## src/rtl/alu_pkg.sv

```systemverilog
// alu_pkg: opcodes, controller state encoding and flag bit positions shared by the ALU core and its datapath.
package alu_pkg;
  localparam logic [2:0] OP_AND = 3'd0, OP_OR = 3'd1, OP_ADD = 3'd2, OP_SUB = 3'd3,
                         OP_MUL = 3'd4, OP_DIV = 3'd5, OP_XOR = 3'd6, OP_ILL = 3'd7;
  typedef enum logic [1:0] {S_IDLE = 2'd0, S_MUL = 2'd1, S_DIV = 2'd2, S_DONE = 2'd3} state_t;
  localparam int FLAG_ZERO = 0, FLAG_CARRY = 1, FLAG_ERR = 2, NFLAGS = 3;
endpackage

```

## src/rtl/muldiv_iter.sv

```systemverilog
// muldiv_iter: W-iteration shift-add multiplier / restoring divider. Ports: clk, rst_n (sync, active-low),
// start/mode (0 mul, 1 div) load a,b; busy while iterating; last marks the final iteration, whose result is on nxt.
module muldiv_iter #(parameter int W = 8) (
  input  logic           clk,
  input  logic           rst_n,
  input  logic           start,
  input  logic           mode,
  input  logic [W-1:0]   a,
  input  logic [W-1:0]   b,
  output logic           busy,
  output logic           last,
  output logic [2*W-1:0] nxt
);
  localparam int CW = $clog2(W + 1);
  logic [CW-1:0]  cnt;
  logic           md;
  logic [2*W-1:0] acc, opb, acc_n, opb_n;
  logic [W-1:0]   sh, sh_n;
  logic [W:0]     t, r;
  logic           ge;
  assign busy = cnt != '0;
  assign last = cnt == CW'(1);
  // Divide: acc holds the partial remainder, sh shifts the dividend out and the quotient in.
  // Multiply: acc accumulates, opb is the left-shifting multiplicand, sh the right-shifting multiplier.
  always_comb begin
    t     = {acc[W-1:0], sh[W-1]};
    ge    = t >= opb[W:0];
    r     = ge ? t - opb[W:0] : t;
    acc_n = md ? {{(W-1){1'b0}}, r} : acc + (sh[0] ? opb : '0);
    opb_n = md ? opb : opb << 1;
    sh_n  = md ? {sh[W-2:0], ge} : sh >> 1;
    nxt   = md ? {acc_n[W-1:0], sh_n} : acc_n;
  end
  always_ff @(posedge clk) begin
    if (!rst_n) begin
      cnt <= '0;
      md  <= 1'b0;
      acc <= '0;
      opb <= '0;
      sh  <= '0;
    end else if (start) begin
      cnt <= CW'(W);
      md  <= mode;
      acc <= '0;
      opb <= {{W{1'b0}}, b};
      sh  <= a;
    end else if (busy) begin
      cnt <= cnt - CW'(1);
      acc <= acc_n;
      opb <= opb_n;
      sh  <= sh_n;
    end
  end
endmodule

```

## src/rtl/alu_seq_core.sv

```systemverilog
// alu_seq_core: registered W-bit ALU with valid/ready handshakes. Ports: clk, rst_n (sync, active-low);
// in_valid/in_ready, op, a, b command side; out_valid/out_ready, result (2W), flag_zero/carry/err result side.
module alu_seq_core
  import alu_pkg::*;
#(parameter int W = 8) (
  input  logic           clk,
  input  logic           rst_n,
  input  logic           in_valid,
  output logic           in_ready,
  input  logic [2:0]     op,
  input  logic [W-1:0]   a,
  input  logic [W-1:0]   b,
  output logic           out_valid,
  input  logic           out_ready,
  output logic [2*W-1:0] result,
  output logic           flag_zero,
  output logic           flag_carry,
  output logic           flag_err
);
  state_t              state, state_n;
  logic [NFLAGS-1:0]   flags, sflags, mflags;
  logic                accept, is_multi, md_busy, md_last;
  logic [2*W-1:0]      single_res, md_nxt;
  logic [W:0]          sum, diff;
  assign in_ready   = rst_n && state == S_IDLE;
  assign accept     = in_valid && in_ready;
  assign is_multi   = op == OP_MUL || (op == OP_DIV && b != '0);
  assign flag_zero  = flags[FLAG_ZERO];
  assign flag_carry = flags[FLAG_CARRY];
  assign flag_err   = flags[FLAG_ERR];
  muldiv_iter #(.W(W)) u_md (
    .clk(clk), .rst_n(rst_n), .start(accept && is_multi), .mode(op == OP_DIV),
    .a(a), .b(b), .busy(md_busy), .last(md_last), .nxt(md_nxt)
  );
  always_comb begin
    sum        = {1'b0, a} + {1'b0, b};
    diff       = {1'b0, a} - {1'b0, b};
    single_res = op == OP_AND ? {{W{1'b0}}, a & b} :
                 op == OP_OR  ? {{W{1'b0}}, a | b} :
                 op == OP_XOR ? {{W{1'b0}}, a ^ b} :
                 op == OP_ADD ? {{W{1'b0}}, sum[W-1:0]} :
                 op == OP_SUB ? {{W{1'b0}}, diff[W-1:0]} :
                 op == OP_DIV ? {a, {W{1'b1}}} : '0;
    sflags             = '0;
    sflags[FLAG_ZERO]  = single_res == '0;
    sflags[FLAG_CARRY] = op == OP_ADD ? sum[W] : op == OP_SUB && diff[W];
    sflags[FLAG_ERR]   = op == OP_ILL || op == OP_DIV;
    mflags             = '0;
    mflags[FLAG_ZERO]  = md_nxt == '0;
    // A multi-cycle state with an idle datapath cannot complete; fall back to IDLE rather than hang.
    state_n = state == S_IDLE ? (accept ? (op == OP_MUL ? S_MUL : is_multi ? S_DIV : S_DONE) : S_IDLE) :
              state == S_DONE ? (out_ready ? S_IDLE : S_DONE) :
              md_last ? S_DONE : md_busy ? state : S_IDLE;
  end
  always_ff @(posedge clk) begin
    if (!rst_n) state <= S_IDLE;
    else state <= state_n;
  end
  always_ff @(posedge clk) begin
    if (!rst_n) begin
      result    <= '0;
      flags     <= '0;
      out_valid <= 1'b0;
    end else if (accept && !is_multi) begin
      result    <= single_res;
      flags     <= sflags;
      out_valid <= 1'b1;
    end else if ((state == S_MUL || state == S_DIV) && md_last) begin
      result    <= md_nxt;
      flags     <= mflags;
      out_valid <= 1'b1;
    end else if (state == S_DONE && out_ready) begin
      out_valid <= 1'b0;
    end
  end
endmodule

```

## config.mk

```make
export PLATFORM = sky130hd
export DESIGN_NAME = alu_seq_core
export DESIGN_NICKNAME = d
export VERILOG_FILES = /design/src/rtl/alu_pkg.sv /design/src/rtl/muldiv_iter.sv /design/src/rtl/alu_seq_core.sv
export SDC_FILE = /design/constraint.sdc
export NUM_CORES = 1
export LEC_CHECK = 0
export CELL_PAD_IN_SITES_DETAIL_PLACEMENT = 0
export CELL_PAD_IN_SITES_GLOBAL_PLACEMENT = 1
export CORE_MARGIN = 3
export CORE_UTILIZATION = 44
export CTS_CLUSTER_DIAMETER = 60
export DETAILED_ROUTE_END_ITERATION = 12
export PLACE_DENSITY_LB_ADDON = 0.1
export SLEW_MARGIN = 0
export SYNTH_ARGS = -nofsm -noshare
export SYNTH_HDL_FRONTEND = slang
export SYNTH_SLANG_ARGS = --single-unit
```

## constraint.sdc

```tcl
create_clock -name clk -period 3.5 [get_ports clk]
set_clock_uncertainty 0.2 [all_clocks]
set_input_delay 0.35 -clock clk [delete_from_list [all_inputs] [get_ports clk]]
set_output_delay 0.35 -clock clk [all_outputs]
set_load 0.01 [all_outputs]
```

==> qor.yml <==
worst_setup_path:
  critPathKind: "reg2reg"
  rr_endpoint: "flags[0]"
  required_ns: 3.55
  worst-path-max-fanout: 5
  worstSetupEndpointType: "flop"
  r2r_cells: 13
  crit_arrival_ns: 3.36
  timing.rr.start: "u_md.sh[0]"
  rrSetupSlack_ns: 0.19
  cp-startpoint: "u_md.sh[0]"
  worst_setup_path_start_kind: "flop"
placement:
  port_buffers: 43
  hpwl_mm: 15.7
  post-place-cells: 1031
  place_congestion: 0.933
drt:
  ant_nets: 0
  drt_pass1_iterations: 7
  drcViolationCount: 0
  wire_per_inst_um: 19.4
  wl_mm: 20.3
  vias: 6241
  vias_per_cell: 5.96
  first_iter_violations: 672
floorplanning:
  die-area_um2: 14700
  ioPinCount: 44
  dieHeight_um: 121
  die_w_um: 121
  start_util_pct: 45.7
  core-area_um2: 12800
  rows: 41
layout:
  area_delta_synth_final_pct: 23.2
  nNetsFinal: 949
  antenna_cells_inserted: 0
  nFillCells: 1256
  drive_gt1_share_pct: 12.7
  fin_cells: 1047
  post-route-util_pct: 56.3
power:
  ir_drop_mv: 0.734
  p_per_area_nw_per_um2: 569
  leakagePower_nw: 2.99
synthesis:
  yosys_warnings: 0
  ys_ff_latch: 67
  yosys-top-cells-count: "88 x nand2_1, 71 x a21oi_1, 71 x nor2_1"
  syn-cell-area_um2: 5840
  synth_edf_count: 0
  synth.distinct_cells: 68
  yosysMostFrequentCell: "nand2_1"
  ys_seq_area_share_pct: 23.0
  synth_top_area_share_pct: 23.0
  synth_area_leader_cell: "dfxtp_1"
  synthArstFlopShare_pct: 0
  synthesis.instances: 792
  synth_flop_cell: "dfxtp_1"
  synthTopCellsByArea: "dfxtp_1 23%, ha_1 11%, a21oi_1 6.1%"
  syn_area_per_cell_um2: 7.37
  synth_nets: 871
clock_network:
  h-tree-depth: 3
  clk_pin_slew_ns: 0.06
  clock_latency_ns: 0.34
  clockRootBuffer: "clkbuf_16"
  cts_tree: "yes"
  cts_sinks: 67
  clockBufferDepth: 2
  cts_setup_buffers: 0
  numCtsBuffers: 9
global_routing:
  grt_max_degree: 42
  busiest_layer: "met2"
  gr-usage-met3_pct: 5.50
  grt_pass1_wl_mm: 31.7
  grt_overflow: 0
  grt_pass1_vias: 5796
  grt_use_met1_pct: 39.6
  antenna_found_initial: 0
  grt_use_total_pct: 27.6
  grt_use_met2_pct: 42.4
min_path:
  hold_path_class: "reg2reg"
  hold-path-endpoint: "u_md.opb[15]"
  hp-start: "u_md.opb[15]"
  worstHoldPathCells: 2
sta:
  drv_slew: 0
  max_slew.worst_pin.slew_ns: 0.883
  finalHoldViolCount: 0
  tns_ns: 0
  maxSlewHeadroom_pct: 40.9
  fin_crit_sh_pct: 94.7
  fmax_mhz: 302
  setup_viol: 0
  period_minus_slack_ns: 3.31
  timing.hold.ws_ns: 0.254
job:
  maxCapViolCount: 0
run_status:
  status: "finished, final reports clean"
per-layer routing:
metal / wire length [um] / share of wire (%)
met1: 9710 / 48
met2: 8980 / 44
met3: 1260 / 6.2
met4: 348 / 1.7
met5: 0 / 0
through the flow:
| stage | area [um^2] | power, W | setup slack, ns |
|---|---|---|---|
| final | 7190 | 0.00409 | 0.187 |
| after floorplan | 5840 | 0.00245 | 0.348 |
| after CTS | 7150 | 0.00407 | 0.125 |
| after global routing | 7190 | 0.00434 | -0.00358 |
| after detailed placement | 6850 | 0.00312 | -0.109 |
| after global placement | 6850 | 0.00310 | -0.0665 |
area by class of cell:
| cell class | instances | area [um^2] | share of cell area, % |
|---|---|---|---|
| repair buffers | 114 | 976 | 13.6 |
| well taps | 172 | 215 | 2.99 |
| clock buffers | 10 | 229 | 3.18 |
| multi-input cells | 628 | 4170 | 58.0 |
| clock inverters | 6 | 72.6 | 1.01 |
| flip-flops and latches | 67 | 1340 | 18.7 |
| inverters | 50 | 188 | 2.61 |
sequential cells by signal (all words and copies together) (netlist names):
register,count
result,16
u_md.opb,16
state,2
flags,3
u_md.acc,16
u_md.md,1
out_valid,1
u_md.cnt,4
u_md.sh,8
critical path, stage by stage (launching register included):
cell and delay (ns):
dfxtp_2 0.37, and2_1 0.14, ha_1 0.16, inv_1 0.06, fa_1 0.40, nor2b_1 0.16
o2111a_2 0.23, nor4_1 0.06, buf_4 0.13, or2_2 0.27, xnor2_1 0.18, a2111oi_4 0.37
nand4_1 0.22, o31ai_1 0.27
cells by family after synthesis:
| family | share of synthesized area [%] |
|---|---|
| AO/OA/AOI/OAI | 29.3 |
| XOR/XNOR | 2.55 |
| adder cells (fa/ha/maj) | 12.5 |
| buffers and inverters | 6.41 |
| flip-flops | 23.0 |
| multiplexers | 2.89 |
| AND/OR/NAND/NOR | 23.4 |
cells in the final DEF, fill, tap and decap left out, drive strengths merged, types with 19 or more instances in the layout:
cell type,count
nand3,26
a21oi,72
nand2,88
dfxtp,67
o21ai,32
a211oi,26
nor3,19
o211ai,23
nor2,71
clkdlybuf4s50,43
inv,51
ha,52
buf,71
power by group:
part	internal [W]	total, W	switching, W
registers	0.000906	0.00105	0.000145
clock network	0.000559	0.000934	0.000375
logic	0.000842	0.00211	0.00126
how the worst max path moves through the flow:
stage	to	slack [ns]	depth (start not counted)
floorplan	flags[0]	0.35	13
global placement	flags[0]	-0.07	12
detailed placement	flags[0]	-0.11	12
CTS	flags[0]	0.13	13
global route	flags[0]	-0.004	11
finish	flags[0]	0.19	13
what timing repair did:
item / CTS / global route
resized for setup: 0 / 10
setup endpoints to repair: 0 / 3
hold buffers: 0 / 0
No activity file was read; power rests on OpenSTA's default activity.
